[src/rtl/obstacle_field_ctrl.sv]
// Obstacle field controller for the falling-obstacle game.
// Spawns, moves, scores and collides NUM_OBS obstacle slots; runs the
// IDLE/RUN/OVER game FSM and produces a registered obstacle pixel mask.
// Ports:
//   CLOCK_50, reset     clock, synchronous active-high reset
//   frame_tick, start   1-cycle pulses: frame advance, new game
//   player_x/player_y   player top-left corner
//   pixel_x/pixel_y     pixel being fetched by the VGA controller
//   obs_drawing         pixel inside an active obstacle (1-cycle latency)
//   obs_active          per-slot active flags
//   obs_x_flat/y_flat   slot i position at [10i+9:10i]
//   playing, game_over  FSM state flags
//   hit                 1-cycle pulse on collision
//   score, max_score    saturating current and best score
module obstacle_field_ctrl #(
    parameter int NUM_OBS      = 4,
    parameter int OBS_W        = 32,
    parameter int OBS_H        = 32,
    parameter int PLAYER_W     = 32,
    parameter int PLAYER_H     = 32,
    parameter int SCREEN_W     = 640,
    parameter int SCREEN_H     = 480,
    parameter int SPAWN_PERIOD = 60,
    parameter int FALL_STEP    = 2,
    parameter int SCORE_W      = 7,
    parameter logic [9:0] LFSR_SEED = 10'h2A5
) (
    input  logic                   CLOCK_50,
    input  logic                   reset,
    input  logic                   frame_tick,
    input  logic                   start,
    input  logic [9:0]             player_x,
    input  logic [9:0]             player_y,
    input  logic [9:0]             pixel_x,
    input  logic [9:0]             pixel_y,
    output logic                   obs_drawing,
    output logic [NUM_OBS-1:0]     obs_active,
    output logic [10*NUM_OBS-1:0]  obs_x_flat,
    output logic [10*NUM_OBS-1:0]  obs_y_flat,
    output logic                   playing,
    output logic                   game_over,
    output logic                   hit,
    output logic [SCORE_W-1:0]     score,
    output logic [SCORE_W-1:0]     max_score
);

    localparam logic [1:0] S_IDLE = 2'd0;
    localparam logic [1:0] S_RUN  = 2'd1;
    localparam logic [1:0] S_OVER = 2'd2;

    localparam int TW =
        (SPAWN_PERIOD > 1) ? $clog2(SPAWN_PERIOD) : 1;
    localparam logic [TW-1:0] T_LAST = TW'(SPAWN_PERIOD - 1);

    localparam logic [9:0]  X_SPAN = 10'(SCREEN_W - OBS_W);
    localparam logic [10:0] STEP11 = 11'(FALL_STEP);
    localparam logic [10:0] H_LIM  = 11'(SCREEN_H);
    localparam logic [10:0] OW11   = 11'(OBS_W);
    localparam logic [10:0] OH11   = 11'(OBS_H);
    localparam logic [10:0] PW11   = 11'(PLAYER_W);
    localparam logic [10:0] PH11   = 11'(PLAYER_H);

    localparam int SSW = SCORE_W + 4;
    localparam logic [SSW-1:0] S_SAT = SSW'((1 << SCORE_W) - 1);

    logic [1:0]          state;
    logic [9:0]          lfsr;
    logic [TW-1:0]       timer;
    logic [9:0]          ox [NUM_OBS];
    logic [9:0]          oy [NUM_OBS];
    logic [NUM_OBS-1:0]  act;

    logic [9:0]          ox_n [NUM_OBS];
    logic [9:0]          oy_n [NUM_OBS];
    logic [NUM_OBS-1:0]  act_n;
    logic [TW-1:0]       timer_n;
    logic [3:0]          exits;
    logic                spawn_done;
    logic                coll;
    logic [9:0]          spawn_x;
    logic [SSW-1:0]      ssum;
    logic [SCORE_W-1:0]  score_n;
    logic [SCORE_W-1:0]  max_n;
    logic                draw_n;

    // Fold the 0..1023 LFSR value into the legal x range.
    assign spawn_x = (lfsr > X_SPAN) ? lfsr - X_SPAN : lfsr;

    // One frame update: move, then spawn, then collide.
    always_comb begin
        ox_n       = ox;
        oy_n       = oy;
        act_n      = act;
        timer_n    = timer;
        exits      = 4'd0;
        spawn_done = 1'b0;
        coll       = 1'b0;

        for (int i = 0; i < NUM_OBS; i++) begin
            logic [10:0] ny;
            ny = {1'b0, oy[i]} + STEP11;
            if (act[i]) begin
                if (ny >= H_LIM) begin
                    act_n[i] = 1'b0;
                    exits    = exits + 4'd1;
                end else begin
                    oy_n[i] = ny[9:0];
                end
            end
        end

        if (timer == T_LAST) begin
            timer_n = '0;
            for (int i = 0; i < NUM_OBS; i++) begin
                if (!act_n[i] && !spawn_done) begin
                    act_n[i]   = 1'b1;
                    ox_n[i]    = spawn_x;
                    oy_n[i]    = 10'd0;
                    spawn_done = 1'b1;
                end
            end
        end else begin
            timer_n = timer + 1'b1;
        end

        for (int i = 0; i < NUM_OBS; i++) begin
            logic [10:0] x1;
            logic [10:0] y1;
            logic [10:0] px;
            logic [10:0] py;
            x1 = {1'b0, ox_n[i]};
            y1 = {1'b0, oy_n[i]};
            px = {1'b0, player_x};
            py = {1'b0, player_y};
            if (act_n[i]
                && (x1 < px + PW11)
                && (px < x1 + OW11)
                && (y1 < py + PH11)
                && (py < y1 + OH11))
                coll = 1'b1;
        end
    end

    always_comb begin
        ssum = SSW'(score) + SSW'(exits);
        if (ssum > S_SAT)
            score_n = S_SAT[SCORE_W-1:0];
        else
            score_n = ssum[SCORE_W-1:0];
        max_n = (score_n > max_score) ? score_n : max_score;
    end

    always_comb begin
        draw_n = 1'b0;
        for (int i = 0; i < NUM_OBS; i++) begin
            logic [10:0] x1;
            logic [10:0] y1;
            logic [10:0] qx;
            logic [10:0] qy;
            x1 = {1'b0, ox[i]};
            y1 = {1'b0, oy[i]};
            qx = {1'b0, pixel_x};
            qy = {1'b0, pixel_y};
            if (act[i]
                && (qx >= x1) && (qx < x1 + OW11)
                && (qy >= y1) && (qy < y1 + OH11))
                draw_n = 1'b1;
        end
        if (state == S_IDLE)
            draw_n = 1'b0;
    end

    always_ff @(posedge CLOCK_50) begin
        if (reset) begin
            state       <= S_IDLE;
            lfsr        <= LFSR_SEED;
            timer       <= '0;
            act         <= '0;
            score       <= '0;
            max_score   <= '0;
            hit         <= 1'b0;
            obs_drawing <= 1'b0;
            for (int i = 0; i < NUM_OBS; i++) begin
                ox[i] <= '0;
                oy[i] <= '0;
            end
        end else begin
            lfsr        <= {lfsr[8:0], lfsr[9] ^ lfsr[6]};
            hit         <= 1'b0;
            obs_drawing <= draw_n;
            unique case (1'b1)
                (state != S_RUN) && start: begin
                    state <= S_RUN;
                    timer <= '0;
                    act   <= '0;
                    score <= '0;
                    for (int i = 0; i < NUM_OBS; i++) begin
                        ox[i] <= '0;
                        oy[i] <= '0;
                    end
                end
                (state == S_RUN) && frame_tick: begin
                    timer <= timer_n;
                    act   <= act_n;
                    score <= score_n;
                    ox    <= ox_n;
                    oy    <= oy_n;
                    if (coll) begin
                        state     <= S_OVER;
                        hit       <= 1'b1;
                        max_score <= max_n;
                    end
                end
                default: ;
            endcase
        end
    end

    assign obs_active = act;
    assign playing    = (state == S_RUN);
    assign game_over  = (state == S_OVER);

    for (genvar g = 0; g < NUM_OBS; g++) begin : g_flat
        assign obs_x_flat[10*g +: 10] = ox[g];
        assign obs_y_flat[10*g +: 10] = oy[g];
    end

endmodule

[config.mk]
export PLATFORM = sky130hd
export DESIGN_NAME = obstacle_field_ctrl
export DESIGN_NICKNAME = d
export VERILOG_FILES = /design/src/rtl/obstacle_field_ctrl.sv
export SDC_FILE = /design/constraint.sdc
export NUM_CORES = 1
export LEC_CHECK = 0
export BUFFER_PORTS_ARGS = -buffer_cell sky130_fd_sc_hd__clkbuf_2
export CAP_MARGIN = 20
export CORE_MARGIN = 2
export CORE_UTILIZATION = 50
export DETAILED_ROUTE_END_ITERATION = 10
export HOLD_SLACK_MARGIN = 0.1
export PLACE_DENSITY = 0.7
export SKIP_CTS_REPAIR_TIMING = 1
export SYNTH_ARGS = -nofsm -noshare
export SYNTH_HDL_FRONTEND = slang
export SYNTH_SLANG_ARGS = --single-unit
export TNS_END_PERCENT = 50
[constraint.sdc]
create_clock -name CLOCK_50 -period 7.2 [get_ports CLOCK_50]
set_input_delay 0.72 -clock CLOCK_50 [delete_from_list [all_inputs] [get_ports CLOCK_50]]
set_output_delay 0.72 -clock CLOCK_50 [all_outputs]
set_load 0.01 [all_outputs]
== After elaboration in Yosys (flattened, before gate mapping) ==
Cells that the tools add are included.
Word-level totals
  flip-flop bits (word level): 118
  input port bits: 44
  output and inout port bits: 102
  logic and storage cells: 202
Cells by class
  add/sub/neg operators: 28
  order comparisons: 39
  eq/ne operators: 5
  mux-type cells: 63
  bitwise operators: 2
  reductions and logical operators: 49
Operators with widths (number)
  < comparator 10 x 11 -> 1 bit: 24
  adder 10 x 6 -> 11 bit (second input constant): 18
  2-to-1 mux 10 bit: 17
  one-hot mux 40 bit (2 select lines): 2
  greater-or-equal comparator 10 bit: 8
  2-to-1 mux 40 bit: 2
  adder 10 x 2 -> 11 bit (second input constant): 4
  greater-or-equal comparator 11 x 9 -> 1 bit (second input constant): 4
  logical AND 1 bit: 37
  2-to-1 mux 4 bit: 8
  2-to-1 mux 1 bit: 27
  one-hot mux 7 bit (2 select lines): 1
  adder 4 x 1 -> 4 bit (second input constant): 3
  one-hot mux 6 bit (2 select lines): 1
  greater-than comparator 10 bit (second input constant): 1
  subtractor 10 bit (second input constant): 1
  adder 7 x 4 -> 8 bit: 1
  greater-than comparator 8 x 7 -> 1 bit (second input constant): 1
  one-hot mux 4 bit (2 select lines): 1
  greater-than comparator 7 bit: 1
  2-to-1 mux 7 bit: 1
  adder 6 x 1 -> 6 bit (second input constant): 1
  == test 6 bit (second input constant): 1
  zero test 1 bit: 6
  other kinds (14): 15

== Logic depth before layout (Yosys ltp) ==
Gate-level depths: netlist of run 1.
  depth after elaboration: 29
  gate-level depth with buffers: 30
  depth with buffers taken out: 29

== Least setup slack after synthesis of run 1 ==
No wires, ideal clock.
  kind: flip-flop to flip-flop
  from: reg oy, in the netlist obs_y_flat[11]
  to: reg max_score[0]
  setup time: 0.121 ns
  data arrival time: 5.629 ns
  data required time: 7.079 ns
  path slack: 1.449 ns
  stages on the path, launching flop included: 31
  path buffers: 2
  period minus slack after synthesis: 5.751 ns
  path through: dfxtp_1 ha_1 and3_1 buf_2 nand2_1 or3_1 nand3_1 ha_1 mux2_2 ha_1 mux2_2 ha_1 nor2_1 nor2_1 ha_1 a21o_1 a21oi_1 nor2b_1 nor2_1 nor3_1 or2_2 ha_1 nor2b_1 o21ai_0 nand2b_1 a21oi_1 o21ai_0 o21ai_0 a31o_1 buf_6 mux2_4
On the way
  elaborated cells between the ends (all ways): 74
  those cells by class: add/sub: 10; order compare: 15; mux: 30; reduce/logical: 19
RTL lines
  from (decl): RTL line 70  | logic [9:0] oy [NUM_OBS];
  from (signal assigned): RTL line 207  | oy <= oy_n;
  adder 10 x 2 -> 11 bit (*): RTL line 101  | ny = {1'b0, oy[i]} + STEP11;
  greater-or-equal comparator 11 x 9 -> 1 bit (*): RTL line 103  | if (ny >= H_LIM) begin
  2-to-1 mux 4 bit (*): RTL line 103
  2-to-1 mux 4 bit (*): RTL line 102  | if (act[i]) begin
  adder 4 x 1 -> 4 bit: RTL line 105  | exits = exits + 4'd1;
  2-to-1 mux 4 bit: RTL line 103
  2-to-1 mux 4 bit (*): RTL line 102
  adder 4 x 1 -> 4 bit: RTL line 105
  2-to-1 mux 4 bit: RTL line 103
  2-to-1 mux 4 bit (*): RTL line 102
  adder 7 x 4 -> 8 bit (*): RTL line 145  | ssum = SSW'(score) + SSW'(exits);
  greater-than comparator 8 x 7 -> 1 bit: RTL line 146  | if (ssum > S_SAT)
  2-to-1 mux 7 bit (*): RTL line 146
  net score_n[1]: RTL line 82  | logic [SCORE_W-1:0] score_n;
  greater-than comparator 7 bit (*): RTL line 150  | max_n = (score_n > max_score) ? score_n : max_score;
  AND reduction 3 bit (no line) (*)
  to (signal assigned): RTL line 211  | max_score <= max_n;
  to (decl): RTL line 44  | output logic [SCORE_W-1:0] max_score
Mark *: on every way through the listed nets, which the timed path passes. The rest lies on a longest branch. The select of a mux whose other input is x is not followed.
A chain may end at the register's enable or synchronous reset.

== Final worst setup path of run 1 ==
  from: reg oy, in the netlist obs_y_flat[1]
  to: reg max_score[0]
On the way
  elaborated cells between the ends (all ways): 92
  those cells by class: add/sub: 13; order compare: 19; mux: 37; reduce/logical: 23
RTL lines (RTL line)
  adder 10 x 2 -> 11 bit (*): 101
  greater-or-equal comparator 11 x 9 -> 1 bit (*): 103
  2-to-1 mux 1 bit (*): 103
  2-to-1 mux 4 bit (*): 102
  adder 4 x 1 -> 4 bit: 105
  2-to-1 mux 4 bit: 103
  2-to-1 mux 4 bit (*): 102
  adder 4 x 1 -> 4 bit: 105
  [... 3 more ...]
  2-to-1 mux 4 bit: 103
  2-to-1 mux 4 bit (*): 102
  adder 7 x 4 -> 8 bit (*): 145
  greater-than comparator 8 x 7 -> 1 bit: 146
  2-to-1 mux 7 bit (*): 146
  net score_n[1]: 82
  greater-than comparator 7 bit (*): 150
  AND reduction 3 bit (no line) (*)
Marked as above.

==> results of run 1 <==
-- layout by cell type (no fill, tap or decap), types with 9 or more instances in the layout --
cell,count
inv_1,166
and3_1,28
nand2_1,98
nor3_1,20
a21o_1,34
a2111oi_0,9
clkbuf_16,17
xnor2_1,53
nor2_1,173
ha_1,294
mux2_2,10
a21oi_1,121
mux2i_1,15
buf_4,13
a31oi_1,11
a22oi_1,82
nor4_1,10
nor2b_1,28
nand4_1,26
o21a_1,32
nand2b_1,29
clkbuf_2,144
xor2_1,17
o21ai_0,109
dfxtp_1,118
o22ai_1,10
nand3_1,75
-- logic make-up after synthesis --
logic type               synth area share
AND/OR/NAND/NOR                    0.1935
AO/OA/AOI/OAI                      0.2291
adder cells (fa/ha/maj)            0.2719
buffers and inverters             0.06522
flip-flops                         0.1737
XOR/XNOR                          0.04507
multiplexers                      0.02153
-- metal layers --
metal / vias up / track usage / share of wire
met5: - / 0 / 0
met4: 0 / 0.1735 / 0.056
met3: 146 / 0.04863 / 0.075
met2: 584 / 0.5349 / 0.45
met1: 6593 / 0.4111 / 0.42
li1: 6574 / - / -
-- sequential cells by signal (all words and copies together), names as in the netlist --
signal,cells
state,2
max_score,7
obs_x_flat,40
obs_y_flat,40
hit,1
score,7
obs_active,4
lfsr,10
obs_drawing,1
timer,6
-- power groups by stage --
stage	Clock, W	Combinational (W)	Sequential [W]
detailed placement	0	0.000301	0.000683
CTS	0.000916	0.000304	0.000668
finish	0.000912	0.000310	0.000668
global route	0.000943	0.000343	0.000669
floorplan	0	0.000185	0.000677
global placement	0	0.000294	0.000682
-- critical path: cells and delay by family, from the launching register on --
kind / cells / cell delay (ps)
and+or+nand+nor: 11 / 2090
AOI/OAI and AO/OA: 9 / 1480
adders and majority gates: 5 / 1390
muxes: 3 / 950
DFF: 1 / 500
-- through the flow --
stage                     instances  area, um2  setup slack, ps    util
final                          2225      15200            658.4  0.5670
after global routing           2225      15200            97.97  0.5670
after CTS                      2225      15200            739.4  0.5670
after detailed placement       2193      14600            760.5  0.5447
after global placement         2193      14600            916.6  0.5447
after floorplan                1756      13600             1449       -
-- worst max path at each step --
stage / startpoint / to
2_1_floorplan: obs_y_flat[11]$_SDFFE_PP0P_ / max_score[0]$_SDFFE_PP0P_
3_5_place_dp: obs_y_flat[5]$_SDFFE_PP0P_ / max_score[0]$_SDFFE_PP0P_
3_3_place_gp: obs_y_flat[5]$_SDFFE_PP0P_ / max_score[0]$_SDFFE_PP0P_
4_1_cts: obs_y_flat[5]$_SDFFE_PP0P_ / max_score[0]$_SDFFE_PP0P_
6_report: obs_y_flat[1]$_SDFFE_PP0P_ / max_score[0]$_SDFFE_PP0P_
5_1_grt: obs_y_flat[5]$_SDFFE_PP0P_ / max_score[0]$_SDFFE_PP0P_
-- final cells by class --
type / instances / area [um2] / share of cell area
inverters: 166 / 623.1 / 0.04100
repair buffers: 157 / 818.3 / 0.05384
well taps: 341 / 426.7 / 0.02808
flip-flops and latches: 118 / 2362 / 0.1554
multi-input cells: 1411 / 10370 / 0.6822
clock buffers: 20 / 456.7 / 0.03005
clock inverters: 12 / 142.6 / 0.009386
==> results.sh, run 1 <==
export IMPL_outcome="finished, final reports clean"
export IMPL_ys_types=76
export IMPL_cts_buffers=17
export IMPL_end_kind="flip-flop"
export IMPL_drc_errors=0
export IMPL_syn_avg_cell_area_um2=7.746
export IMPL_crit_fanout=10
export IMPL_hold_end="timer[5]$_SDFFE_PP0P_"
export IMPL_cp_arrival_ps=6870
export IMPL_drt_iter0_markers=1466
export IMPL_cts_root_buf="clkbuf_16"
export IMPL_ir_drop_uv=134.8
export IMPL_hold_ws_ps=491.4
export IMPL_rsz0062_at_grt="no"
export IMPL_io_pins=146
export IMPL_grt_util_all_layers=0.3252
export IMPL_die_area_um2=28540
export IMPL_netlist_area_um2=13600
export IMPL_relSlewSlack=0.2964
export IMPL_hold_viol=0
export IMPL_synth_top_cells_by_count="ha_1, nor2_1, inv_1"
export IMPL_p_int_w=0.001297
export IMPL_cts_sinks=118
export IMPL_seqPwrFrac=0.353
export IMPL_crit_slowest_cell="dfxtp_1"
export IMPL_via_per_inst=6.246
export IMPL_synth_warnings=0
export IMPL_drt_wl_total_um=46280
export IMPL_power_switching_w=0.0005938
export IMPL_p_clk_frac=0.482
export IMPL_antenna_found_initial=0
export IMPL_start_kind="flip-flop"
export IMPL_clock_latency_ps=440
export IMPL_path_clk_slew_ps=60
export IMPL_switching_share=0.3141
export IMPL_max_cap_viol_count=0
export IMPL_drtPass1Iterations=6
export IMPL_grt_max_degree=68
export IMPL_syn_nets=2095
export IMPL_yosysMostFrequentCell="ha_1"
export IMPL_place_gp_congestion=0.9824
export IMPL_drive_gt1_frac=0.1173
export IMPL_maxSlewViolCount=0
export IMPL_synth_area_leaders="ha_1, dfxtp_1, nor2_1, inv_1, a22oi_1"
export IMPL_r2r_start="obs_y_flat[1]$_SDFFE_PP0P_"
export IMPL_diodes=0
export IMPL_hold_start="timer[5]$_SDFFE_PP0P_"
export IMPL_synth_top_area_cell="ha_1"
export IMPL_dieWidth_um=168.9
export IMPL_ys_seq_area_frac=0.1737
export IMPL_wire_per_inst_um=20.80
export IMPL_fmax_mhz=152.9
export IMPL_rr_endpoint="max_score[0]$_SDFFE_PP0P_"
export IMPL_syn_to_final_growth_pct=11.73
export IMPL_hp_class="reg -> reg"
export IMPL_vias=13900
export IMPL_grt_pass1_vias=13260
export IMPL_min_period_over_period=0.9086
export IMPL_syn_inst=1756
export IMPL_ys_ff_latch=118
export IMPL_power_w=0.001891
export IMPL_reg2reg_slack_ps=660
export IMPL_worst_hold_path_num_cells=1
export IMPL_dp_hpwl_um=35610
export IMPL_netlist_area_leader_share=0.2704
export IMPL_fill_cells=2566
export IMPL_synth_edff_count=0
export IMPL_cp_common_cell="ha_1"
export IMPL_final_antenna_net_count=0
export IMPL_rows=60
export IMPL_start_util=0.5075
export IMPL_die_y_um=168.9
export IMPL_io_buffers=145
export IMPL_powerDensity_nw_per_um2=124.4
export IMPL_grt_first_pass_wirelength_um=72350
export IMPL_critical_path_class="reg -> reg"
export IMPL_finalSetupViolations=0
export IMPL_core_area_um2=26800
export IMPL_rr_worst_depth=28
export IMPL_fin_crit_ps=6542
export IMPL_synth_async_reset_ratio=0
export IMPL_required_ps=7520
export IMPL_ys_flop_type="dfxtp_1"
export IMPL_worstMarginPinSlew_ps=1048
export IMPL_nets=2210
export IMPL_cts_max_path_buffers=2
export IMPL_cts_tree="built"
export IMPL_skew_ps=9.979
export IMPL_grt_ovfl_total=0
export IMPL_leakage_nw=6.797
export IMPL_fin_setup_tns_ps=0
export IMPL_pwr_share_comb=0.164
export IMPL_ctsHtreeMaxLevel=4
export IMPL_cpPeakStageDelay_ps=500
(Power assumes the default switching activity.)
==> inputs of run 2 (changes only) <==
CORE_ASPECT_RATIO = 1.1   (was unset)
CTS_BUF_LIST = sky130_fd_sc_hd__clkbuf_8 sky130_fd_sc_hd__clkbuf_16   (was unset)
==> results.sh, run 2 (same netlist as run 1, synthesis figures left out) <==
export IMPL_dieWidth_um=161.3
export IMPL_end_kind="flip-flop"
export IMPL_start_kind="flip-flop"
export IMPL_r2r_start="obs_y_flat[5]$_SDFFE_PP0P_"
export IMPL_relSlewSlack=0.2916
export IMPL_path_clk_slew_ps=70
export IMPL_nets=2212
export IMPL_rows=63
export IMPL_wire_per_inst_um=20.96
export IMPL_syn_to_final_growth_pct=12.17
export IMPL_hold_viol=0
export IMPL_crit_slowest_cell="dfxtp_1"
export IMPL_fmax_mhz=152.8
export IMPL_leakage_nw=6.818
export IMPL_drt_wl_total_um=47040
export IMPL_final_cell_mix="ha_1, nor2_1, inv_1"
export IMPL_skew_ps=8.630
export IMPL_cts_root_buf="clkbuf_16"
export IMPL_critical_path_startpoint="obs_y_flat[5]$_SDFFE_PP0P_"
export IMPL_powerDensity_nw_per_um2=125.5
export IMPL_grt_first_pass_wirelength_um=72800
export IMPL_min_period_over_period=0.9090
export IMPL_critical_path_class="reg -> reg"
export IMPL_start_util=0.5060
export IMPL_die_area_um2=28540
export IMPL_place_area_um2=14630
export IMPL_dp_hpwl_um=36060
export IMPL_ir_drop_uv=125.6
export IMPL_grt_ovfl_total=0
export IMPL_max_cap_viol_count=0
export IMPL_hold_ws_ps=488.5
export IMPL_drive_gt1_frac=0.1188
export IMPL_cp_arrival_ps=6880
export IMPL_ctsHtreeMaxLevel=4
export IMPL_drc_errors=0
export IMPL_hold_start="obs_y_flat[20]$_SDFFE_PP0P_"
export IMPL_drt_iter0_markers=1130
export IMPL_outcome="finished, final reports clean"
export IMPL_core_area_um2=26880
export IMPL_grt_pass1_vias=13280
export IMPL_via_per_inst=6.148
export IMPL_antenna_found_initial=1
export IMPL_cts_buffers=17
export IMPL_finalInstanceArea_um2=15260
export IMPL_worstMarginPinSlew_ps=1059
export IMPL_power_w=0.001915
export IMPL_cpPeakStageDelay_ps=550
export IMPL_fin_setup_tns_ps=0
export IMPL_cts_max_path_buffers=2
export IMPL_clock_latency_ps=450
export IMPL_cts_tree="built"
export IMPL_grt_util_all_layers=0.3302
export IMPL_hp_class="reg -> reg"
export IMPL_cp_common_cell="ha_1"
export IMPL_crit_fanout=12
export IMPL_io_buffers=145
export IMPL_maxSlewViolCount=0
export IMPL_io_pins=146
export IMPL_vias=13800
export IMPL_fin_crit_ps=6545
export IMPL_final_common_cell="ha_1"
export IMPL_finalSetupViolations=0
export IMPL_drtPass1Iterations=5
export IMPL_cts_sinks=118
export IMPL_required_ps=7540
export IMPL_fill_cells=2578
export IMPL_rsz0062_at_grt="no"
export IMPL_die_y_um=177.0
export IMPL_place_gp_congestion=1.002
export IMPL_final_antenna_net_count=0
export IMPL_grt_max_degree=79
run 2: stage by stage:
| stage | worst slack, ps | utilization | cells |
|---|---|---|---|
| after detailed placement | 694.9 | 0.5444 | 2211 |
| after global routing | 116.4 | 0.5675 | 2243 |
| after global placement | 846.8 | 0.5444 | 2211 |
| final | 655.0 | 0.5676 | 2244 |
| after CTS | 651.9 | 0.5675 | 2243 |
| after floorplan | 1449 | - | 1756 |
run 2: metal layers:
metal	global-route usage	up-vias	share of wire
met3	0.05506	137	0.063
met2	0.5515	522	0.46
met4	0.1879	0	0.059
li1	-	6594	-
met1	0.4033	6543	0.42
met5	0	-	0
run 2: cell type report:
type / count / area (um2) / area share
Multi-Input combinational cell: 1411 / 10370 / 0.6795
Clock inverter: 13 / 168.9 / 0.01107
Tap cell: 357 / 446.7 / 0.02928
Antenna cell: 1 / 2.502 / 0.0001640
Sequential cell: 118 / 2362 / 0.1548
Inverter: 166 / 623.1 / 0.04084
Timing Repair Buffer: 159 / 833.3 / 0.05462
Clock buffer: 19 / 452.9 / 0.02969
run 2: worst paths after layout:
| check | to | slack, ps | cells after the start |
|---|---|---|---|
| hold / removal | obs_y_flat[20]$_SDFFE_PP0P_ | 490 | 2 |
| setup reg to reg | max_score[0]$_SDFFE_PP0P_ | 660 | 29 |
| hold reg to reg | obs_y_flat[20]$_SDFFE_PP0P_ | 490 | 2 |
| setup / recovery | max_score[0]$_SDFFE_PP0P_ | 660 | 29 |
run 2: worst max-delay path: cells and delay by family (launching register included):
kind            cells  cell delay (ps)
fa+ha+maj           6             1700
mux                 3              950
xor+xnor            1              100
compound gates     10             1720
flops               1              550
simple gates        9             1430
run 2: where the power goes:
part | internal [W] | total (W) | switching (W)
Sequential | 0.000658 | 0.000669 | 0.0000115
Clock | 0.000566 | 0.000933 | 0.000367
Combinational | 0.000105 | 0.000312 | 0.000207
